## config.mk

```make
export PLATFORM = sky130hd
export DESIGN_NAME = gshare_bpu
export DESIGN_NICKNAME = d
export VERILOG_FILES = /design/src/rtl/bp_pkg.sv /design/src/rtl/bp_btb.sv /design/src/rtl/gshare_bpu.sv
export SDC_FILE = /design/constraint.sdc
export NUM_CORES = 1
export LEC_CHECK = 0
export ABC_CLOCK_PERIOD_IN_PS = 11900
export CORE_MARGIN = 2
export CORE_UTILIZATION = 65
export DETAILED_ROUTE_END_ITERATION = 8
export PLACE_DENSITY_LB_ADDON = 0.25
export SYNTH_ARGS = -nofsm -noshare
export SYNTH_HDL_FRONTEND = slang
export SYNTH_SLANG_ARGS = --single-unit
```

## constraint.sdc

```tcl
create_clock -name clk -period 11.9 [get_ports clk]
set_input_delay 2.38 -clock clk [delete_from_list [all_inputs] [get_ports clk]]
set_output_delay 2.38 -clock clk [all_outputs]
set_load 0.05 [all_outputs]
```

## src/rtl/bp_pkg.sv

```systemverilog
// Shared encodings and helpers for the gshare branch predictor.
// Holds the 2-bit counter states, default geometry and the index/update functions.
package bp_pkg;

   localparam int unsigned GHR_BITS_DEF     = 4;
   localparam int unsigned BTB_IDX_BITS_DEF = 4;

   typedef enum logic [1:0] {
      CntSnt = 2'b00,
      CntWnt = 2'b01,
      CntWt  = 2'b10,
      CntSt  = 2'b11
   } cnt_e;

   function automatic logic [1:0] sat_update(input logic [1:0] cnt, input logic taken);
      logic [1:0] nxt;
      nxt = cnt;
      if (taken && (cnt != CntSt)) begin
         nxt = cnt + 2'd1;
      end else if (!taken && (cnt != CntSnt)) begin
         nxt = cnt - 2'd1;
      end
      return nxt;
   endfunction

   // pc_word is the PC shifted right by 2; bits selects the history width.
   function automatic logic [15:0] pht_index(input logic [15:0] pc_word,
                                             input logic [15:0] ghr,
                                             input int unsigned bits);
      logic [15:0] mask;
      mask = 16'((32'd1 << bits) - 32'd1);
      return (pc_word ^ ghr) & mask;
   endfunction

endpackage

```

## src/rtl/bp_btb.sv

```systemverilog
// Direct-mapped branch target buffer: combinational lookup, synchronous write.
// Only valid bits are reset; tags and targets are qualified by valid.
module bp_btb #(
   parameter int unsigned XLEN     = 32,
   parameter int unsigned IDX_BITS = 4
) (
   input  logic            clk,
   input  logic            rst,
   input  logic [XLEN-3:0] lookup_word,
   output logic            hit,
   output logic [XLEN-1:0] target,
   input  logic            wr_en,
   input  logic [XLEN-3:0] wr_word,
   input  logic [XLEN-1:0] wr_target
);

   localparam int unsigned DEPTH    = 1 << IDX_BITS;
   localparam int unsigned TAG_BITS = XLEN - 2 - IDX_BITS;

   logic [DEPTH-1:0]    valid_q;
   logic [TAG_BITS-1:0] tag_q    [DEPTH];
   logic [XLEN-1:0]     target_q [DEPTH];

   logic [IDX_BITS-1:0] lookup_idx, wr_idx;
   logic [TAG_BITS-1:0] lookup_tag, wr_tag;

   assign lookup_idx = lookup_word[IDX_BITS-1:0];
   assign lookup_tag = lookup_word[XLEN-3:IDX_BITS];
   assign wr_idx     = wr_word[IDX_BITS-1:0];
   assign wr_tag     = wr_word[XLEN-3:IDX_BITS];

   assign hit    = valid_q[lookup_idx] && (tag_q[lookup_idx] == lookup_tag);
   assign target = target_q[lookup_idx];

   always_ff @(posedge clk) begin
      if (rst) begin
         valid_q <= '0;
      end else if (wr_en) begin
         valid_q[wr_idx] <= 1'b1;
      end
   end

   always_ff @(posedge clk) begin
      if (wr_en) begin
         tag_q[wr_idx]    <= wr_tag;
         target_q[wr_idx] <= wr_target;
      end
   end

endmodule

```

## src/rtl/gshare_bpu.sv

```systemverilog
// Gshare branch prediction unit: PHT, GHR and perf counters, with a BTB sub-block.
// Lookup is combinational; training from Execute resolution happens on the clock edge.
module gshare_bpu
   import bp_pkg::*;
#(
   parameter int unsigned XLEN         = 32,
   parameter int unsigned GHR_BITS     = GHR_BITS_DEF,
   parameter int unsigned BTB_IDX_BITS = BTB_IDX_BITS_DEF,
   parameter int unsigned CNT_BITS     = 16
) (
   input  logic                clk,
   input  logic                rst,
   input  logic [XLEN-1:0]     fetch_pc,
   output logic [XLEN-1:0]     predicted_pc,
   output logic                prediction_valid,
   output logic [GHR_BITS-1:0] ghr_out,
   input  logic                branch_resolved,
   input  logic [XLEN-1:0]     resolved_pc,
   input  logic                branch_taken,
   input  logic [XLEN-1:0]     branch_addr,
   input  logic [GHR_BITS-1:0] ghr_history,
   input  logic                pc_redirect,
   output logic [CNT_BITS-1:0] branch_count,
   output logic [CNT_BITS-1:0] mispredict_count
);

   localparam int unsigned PHT_DEPTH = 1 << GHR_BITS;

   logic [1:0]          pht_q [PHT_DEPTH];
   logic [GHR_BITS-1:0] ghr_q;
   logic [CNT_BITS-1:0] branch_cnt_q, mispred_cnt_q;

   logic [GHR_BITS-1:0] lookup_idx, update_idx;
   logic                btb_hit;
   logic [XLEN-1:0]     btb_target;
   logic                unused_pc_low;

   assign unused_pc_low = ^resolved_pc[1:0];

   assign lookup_idx = GHR_BITS'(pht_index(16'(fetch_pc >> 2), 16'(ghr_q), GHR_BITS));
   assign update_idx = GHR_BITS'(pht_index(16'(resolved_pc >> 2), 16'(ghr_history), GHR_BITS));

   bp_btb #(
      .XLEN     (XLEN),
      .IDX_BITS (BTB_IDX_BITS)
   ) u_btb (
      .clk         (clk),
      .rst         (rst),
      .lookup_word (fetch_pc[XLEN-1:2]),
      .hit         (btb_hit),
      .target      (btb_target),
      .wr_en       (branch_resolved & branch_taken),
      .wr_word     (resolved_pc[XLEN-1:2]),
      .wr_target   (branch_addr)
   );

   assign prediction_valid = btb_hit & pht_q[lookup_idx][1];
   assign predicted_pc     = prediction_valid ? btb_target : fetch_pc + XLEN'(4);
   assign ghr_out          = ghr_q;
   assign branch_count     = branch_cnt_q;
   assign mispredict_count = mispred_cnt_q;

   // History is rebuilt from the carried snapshot, which also repairs it after a mispredict.
   always_ff @(posedge clk) begin
      if (rst) begin
         for (int i = 0; i < PHT_DEPTH; i++) begin
            pht_q[i] <= CntWnt;
         end
         ghr_q         <= '0;
         branch_cnt_q  <= '0;
         mispred_cnt_q <= '0;
      end else if (branch_resolved) begin
         pht_q[update_idx] <= sat_update(pht_q[update_idx], branch_taken);
         ghr_q             <= {ghr_history[GHR_BITS-2:0], branch_taken};
         if (!(&branch_cnt_q)) begin
            branch_cnt_q <= branch_cnt_q + CNT_BITS'(1);
         end
         if (pc_redirect && !(&mispred_cnt_q)) begin
            mispred_cnt_q <= mispred_cnt_q + CNT_BITS'(1);
         end
      end
   end

endmodule

```

======== Yosys cells after proc, flatten, opt, wreduce, memory -nomap -nowiden ========
Memories as Yosys holds them, arrays and structs flattened.
Index checks and enable logic that the tools add are counted.
storage, ports and cells
  register bits after elaboration ......... 52
  input port bits ......................... 105
  bits in writable memories ............... 960
  output and inout bits ................... 69
  memories ................................ 3
  word-level logic and storage cells ...... 55
operators by class
  muxes and demuxes ....................... 19
  bitwise logic cells ..................... 6
  reductions and logical operators ........ 13
  equality and inequality tests ........... 2
  add/sub/neg operators ................... 5
  magnitude comparators ................... 3
memories
  memory          depth  width  rd ports  clocked after Yosys merged registers in  wr ports  RTL line          RTL
  u_btb.target_q  16     32     1         0                                        1         bp_btb.sv:22      logic [XLEN-1:0] target_q [DEPTH];
  u_btb.tag_q     16     26     1         0                                        1         bp_btb.sv:21      logic [TAG_BITS-1:0] tag_q [DEPTH];
  pht_q           16     2      2         0                                        16        gshare_bpu.sv:29  logic [1:0] pht_q [PHT_DEPTH];
operator list
  operator                                                           count
  adder 16 x 1 -> 16 bit, second input constant                      2
  adder 32 x 3 -> 32 bit, second input constant                      1
  2-to-1 mux 32 bit                                                  1
  AND reduction 16 bit                                               2
  equality test 26 bit                                               1
  OR 16 bit                                                          1
  < comparator 4 x 5 -> 1 bit, second input constant                 2
  2-to-1 mux 1 bit                                                   10
  2-to-1 mux 2 bit                                                   5
  XOR 4 bit                                                          2
  logical AND 1 bit                                                  5
  binary-select mux 1 bit (select 4 bit)                             1
  demux 1 bit (select 4 bit)                                         1
  greater-or-equal comparator 4 x 1 -> 1 bit, second input constant  1
  2-to-1 mux 4 bit                                                   1
  AND reduction 2 bit                                                2
  adder 2 x 1 -> 2 bit, second input constant                        1
  AND 1 bit                                                          2
  logical NOT 1 bit                                                  2
  inequality test 2 bit, second input constant                       1
  nonzero test 2 bit                                                 1
  OR reduction 2 bit                                                 1
  subtractor 2 x 1 -> 2 bit, second input constant                   1
  NOT 1 bit                                                          1

======== Longest topological paths before layout ========
An unclocked memory read counts as a cell.
  depth in word-level cells ............... 9
  depth in mapped cells ................... 14
  gate-level depth less buffers ........... 9

======== Hierarchy ========
From an unflattened synthesis, not the netlist that was laid out.
second synthesis, totals
  cell total of the unflattened synthesis .. 2,062
  area, all modules ....................... 41,153.2 sq um
modules (own cells, without submodules)
  module      cells an instance  area an instance (sq um)  times used
  bp_btb      1,571              36,356.1                  1
  gshare_bpu  491                4,797.1                   1

======== Least setup slack after synthesis ========
No wires, ideal clock.
  path type ............................... input-to-output
  start ................................... input port fetch_pc[3]
  end ..................................... output port predicted_pc[2]
  buffers on the path ..................... 6
  slack ................................... 3.808 ns
  arrival ................................. 5.712 ns
  stages .................................. 12
  path through ............................ buf_4 buf_6 buf_2 buf_2 buf_2 mux4_2 o21ai_0 nor3_1 a2111oi_4 nand4_4 buf_6 mux2i_1
on the way
  word-level cells in the longest chain between the ends .. 5
RTL lines
  item                                                                                 RTL line          RTL
  from (decl)                                                                          gshare_bpu.sv:13  input logic [XLEN-1:0] fetch_pc,
  memory read (16 x 26 bit) or binary-select mux 1 bit (select 4 bit) (tied branches)  -
  equality test 26 bit or 2-to-1 mux 1 bit (tied branches)                             bp_btb.sv:32      assign hit = valid_q[lookup_idx] && (tag_q[lookup_idx] == lookup_tag);
  logical AND 1 bit                                                                    bp_btb.sv:32
  AND 1 bit                                                                            gshare_bpu.sv:57  assign prediction_valid = btb_hit & pht_q[lookup_idx][1];
  2-to-1 mux 32 bit (*)                                                                gshare_bpu.sv:58  assign predicted_pc = prediction_valid ? btb_target : fetch_pc + XLEN'(4);
  to (decl)                                                                            gshare_bpu.sv:14  output logic [XLEN-1:0] predicted_pc,
Every way passes the cells marked *; elsewhere a longest branch is shown, timed or not. The select of a mux whose other input is x is not followed.

======== Worst setup path in the final report ========
  start ................................... input port fetch_pc[5]
  end ..................................... output port predicted_pc[8]
The elaborated chain is that of the path after synthesis.

==> metrics.txt <==
R2R setup slack=just under 9 ns; layout net count=2,305; synth warn=0; FFs w/ async S/R, synth=0%; final clock skew=approximately 0.0096 ns; hold slack=approximately 0.48 ns; Critical Path Start=fetch_pc[5]; GRT Total Usage=a little over 30%; Pins Over Slew Limit=0; peak supply drop=around 0.00013 V; CTS H-Tree Depth=3; post-layout util=about 75%; Mean Syn Cell Area=just over 20 um2; initial core utilization=approximately 66%; PortBufs=roughly 170; first-pass GRT wire length=between 100,000 and 150,000 um; Residual DRC=0; DR vias/cell=about 6.8; Die Wd=about 250 um; Cell Area, Synth=slightly above 40,000 um2; Synth Net Count=2,097; Post-Synthesis Cells=~2,000; reg2reg path depth=7; CTS tree=built; sequential area share after synthesis=roughly three quarters; Period minus WS final=10.40 ns; CTS resizes=0; setup violators final=0; Area growth, synth to finish=14.1%; critical path arrival=~8 ns; Reg2Reg Launch Point=pht_q[10][1]; switching part of the total=a little over a fifth; Tightest Hold Check Type=flip-flop to flip-flop; RSZ-0062 raised after global routing=no; r2r endpoint=pht_q[6][1]; Levels on crit path=11; Post-CTS Hold Fix Bufs=0; number of flops mapped to enable cells by yosys=960; setup bufs post-CTS=0; Pint=between 5 and 6 mW; CTS Buf Count=between 90 and 100; vias=roughly 21,000; vias in the first global route=around 22,000; clock-pin slew on the worst setup and hold paths=0.06 ns; Critical Path RT=roughly 9.5 ns; die area=64,800 um2; clock power share=between 40% and 50%; FP Rows=a little over 90; crit-path max cell delay=about 0.9 ns; CP Capture Type=output pin; Yosys reg bits=1,012; Clk Latency, worst-skew pair=0.64 ns; share of cells above drive strength 1=a little under a quarter; post-route ant nets=0; WHS Path Cells=2; initial drt markers=~2,500; num ports=between 150 and 200; Lkg Pwr=between 10 and 15 nW; combinational share of power=6.6%; sequential group share of total power=approximately 53%; GPL Wtd Cong=0.837; Fmax achieved=roughly 0.096 GHz; CTS sink count=around 1,000; slowest CP cell=nand4_4; Synth cell types=64; fin crit share=a little under 90%; core area=between 60,000 and 70,000 um2; # fillers=about 3,300; aggregate routed wire length=slightly below 100,000 um; total gr overflow=0; setup TNS=0 ns; CTS root buf=clkbuf_16; first drt pass iteration count=5; CP Max Fanout=33; initial antenna violation count=12; status=complete, no violations; Detailed Place HPWL=~52,000 um; pin count of the biggest net entering global routing=~120; drt wl/cell=slightly above 30 um; transition time at the pin with the least slew margin=approximately 1.3 ns; net load switching power=around 1.6 mW; worst setup path endpoint=predicted_pc[8]; critical path, cell by cell=clkdlybuf4s50_1 -> buf_4 -> nand2b_1 -> nor2_1 -> a222oi_1 -> o21ai_1 -> or4_4 -> nor4_4 -> nand4_4 -> mux2_4 -> clkdlybuf4s50_1; Max-Cap Viols=0; PwrDens=around 160 nW/um2; crit-path most repeated cell=clkdlybuf4s50_1; clock tree buffer depth=3; CP top delay family=simple AND/OR/NAND/NOR gates; Fin. Hold Viols=0; Die Ht=254 um; critical path type=input port to output pin; Bufs and invs on worst path=3; element type at the critical path start=input port; main flop type after synthesis=edfxtp_1; Rel. slew slack=between 10% and 20%
worst min-delay path by stage:
stage | startpoint | end | slack, ns
2_1_floorplan | u_btb.valid_q[2] | u_btb.valid_q[2] | 0.43
3_3_place_gp | u_btb.valid_q[11] | u_btb.valid_q[11] | 0.45
3_5_place_dp | u_btb.valid_q[1] | u_btb.valid_q[1] | 0.46
4_1_cts | u_btb.valid_q[1] | u_btb.valid_q[1] | 0.48
5_1_grt | u_btb.valid_q[0] | u_btb.valid_q[0] | 0.50
6_report | u_btb.valid_q[1] | u_btb.valid_q[1] | 0.48
worst register-to-register path, stage by stage, from the launching register on:
cell	delay [ns]
edfxtp_1	0.42
mux4_2	0.48
mux4_2	0.53
inv_1	0.08
ha_1	0.17
o21ai_0	0.10
o21ai_1	1.02
nor2_1	0.14
placed cells by master (no fill, tap or decap), types with 4 or more instances in the layout:
cell,n
a22oi_1,12
buf_4,40
and2_1,4
or2_2,4
clkinv_1,18
nand2b_1,26
clkdlybuf4s50_1,167
xnor2_1,43
inv_1,18
nor2b_1,10
nor2_4,12
mux2_4,28
nand4_1,17
dfxtp_1,52
nor3_2,4
clkbuf_1,25
ha_1,5
mux2_2,6
o21ai_0,10
edfxtp_1,960
mux2i_1,51
or3_1,5
xor2_1,42
bufinv_16,8
mux4_2,283
and4_1,6
o21ba_2,4
and3_1,11
clkbuf_16,98
nor2_1,99
clkinv_2,21
a21oi_1,15
nand2_1,55
nor3_1,13
nand3_1,41
cell usage after synthesis, types with 28 or more instances:
| cell type | number | share of area, % |
|---|---|---|
| clkbuf_1 | 49 | 0.45 |
| nand3_1 | 41 | 0.50 |
| mux2_4 | 28 | 1.0 |
| nand2_1 | 55 | 0.51 |
| buf_2 | 35 | 0.43 |
| dfxtp_1 | 52 | 2.6 |
| xnor2_1 | 44 | 0.94 |
| edfxtp_1 | 960 | 71 |
| nor2_1 | 111 | 1.0 |
| mux4_2 | 283 | 16 |
| mux2i_1 | 51 | 1.3 |
| xor2_1 | 42 | 0.90 |
metrics by stage:
stage,setup slack [ns],instances,total power [mW],cell area [um2]
2_1_floorplan,3.81,1987,4.33,40800
3_3_place_gp,1.70,2934,4.50,43500
3_5_place_dp,1.66,2934,4.51,43500
4_1_cts,1.59,3112,7.44,46500
5_1_grt,1.32,3115,7.60,46500
6_report,1.50,3115,7.41,46500
sequential cells by signal (all words and copies together), names as in the netlist:
signal / count
u_btb.target_q: 512
ghr_out: 4
mispredict_count: 16
branch_count: 16
u_btb.tag_q: 416
pht_q: 32
u_btb.valid_q: 16
cell families (layout without fill, tap and decap cells):
group,Yosys count,count (layout),share of synthesized area [%]
other,0,3,0
DFF,1012,1012,73.2
buffers and inverters,121,409,1.45
AOI/OAI and AO/OA,79,79,1.45
adders and majority gates,5,5,0.153
xor gates and xnor gates,86,86,1.85
and+or+nand+nor,316,316,3.79
muxes,368,368,18.1
power groups by stage:
stage / logic [mW] / clock network (mW) / registers [mW]
after floorplan: 0.296 / 0 / 4.03
after global placement: 0.470 / 0 / 4.03
after detailed placement: 0.484 / 0 / 4.03
after CTS: 0.490 / 2.99 / 3.96
after global routing: 0.519 / 3.13 / 3.96
final: 0.490 / 2.96 / 3.96
cell type report:
type	count	area, um2	area share, %
multi-input combinational	854	10400	22.4
clock buffer	124	2560	5.50
antenna	3	7.51	0.0161
sequential	1012	29900	64.2
clock inverter	54	482	1.04
inverter	19	72.6	0.156
tap	837	1050	2.25
timing repair buffer	212	2050	4.40
routing by layer:
metal / part of all wire, % / up-vias / wire length, um / global-route usage [%]
met5: 0.11 / - / 107 / 0
met4: 3.8 / 18 / 3640 / 12.9
met3: 9.9 / 241 / 9570 / 7.15
met2: 50 / 1315 / 48300 / 50.1
met1: 36 / 10900 / 34700 / 40.9
li1: - / 8588 / - / -
(Power assumes the default switching activity.)
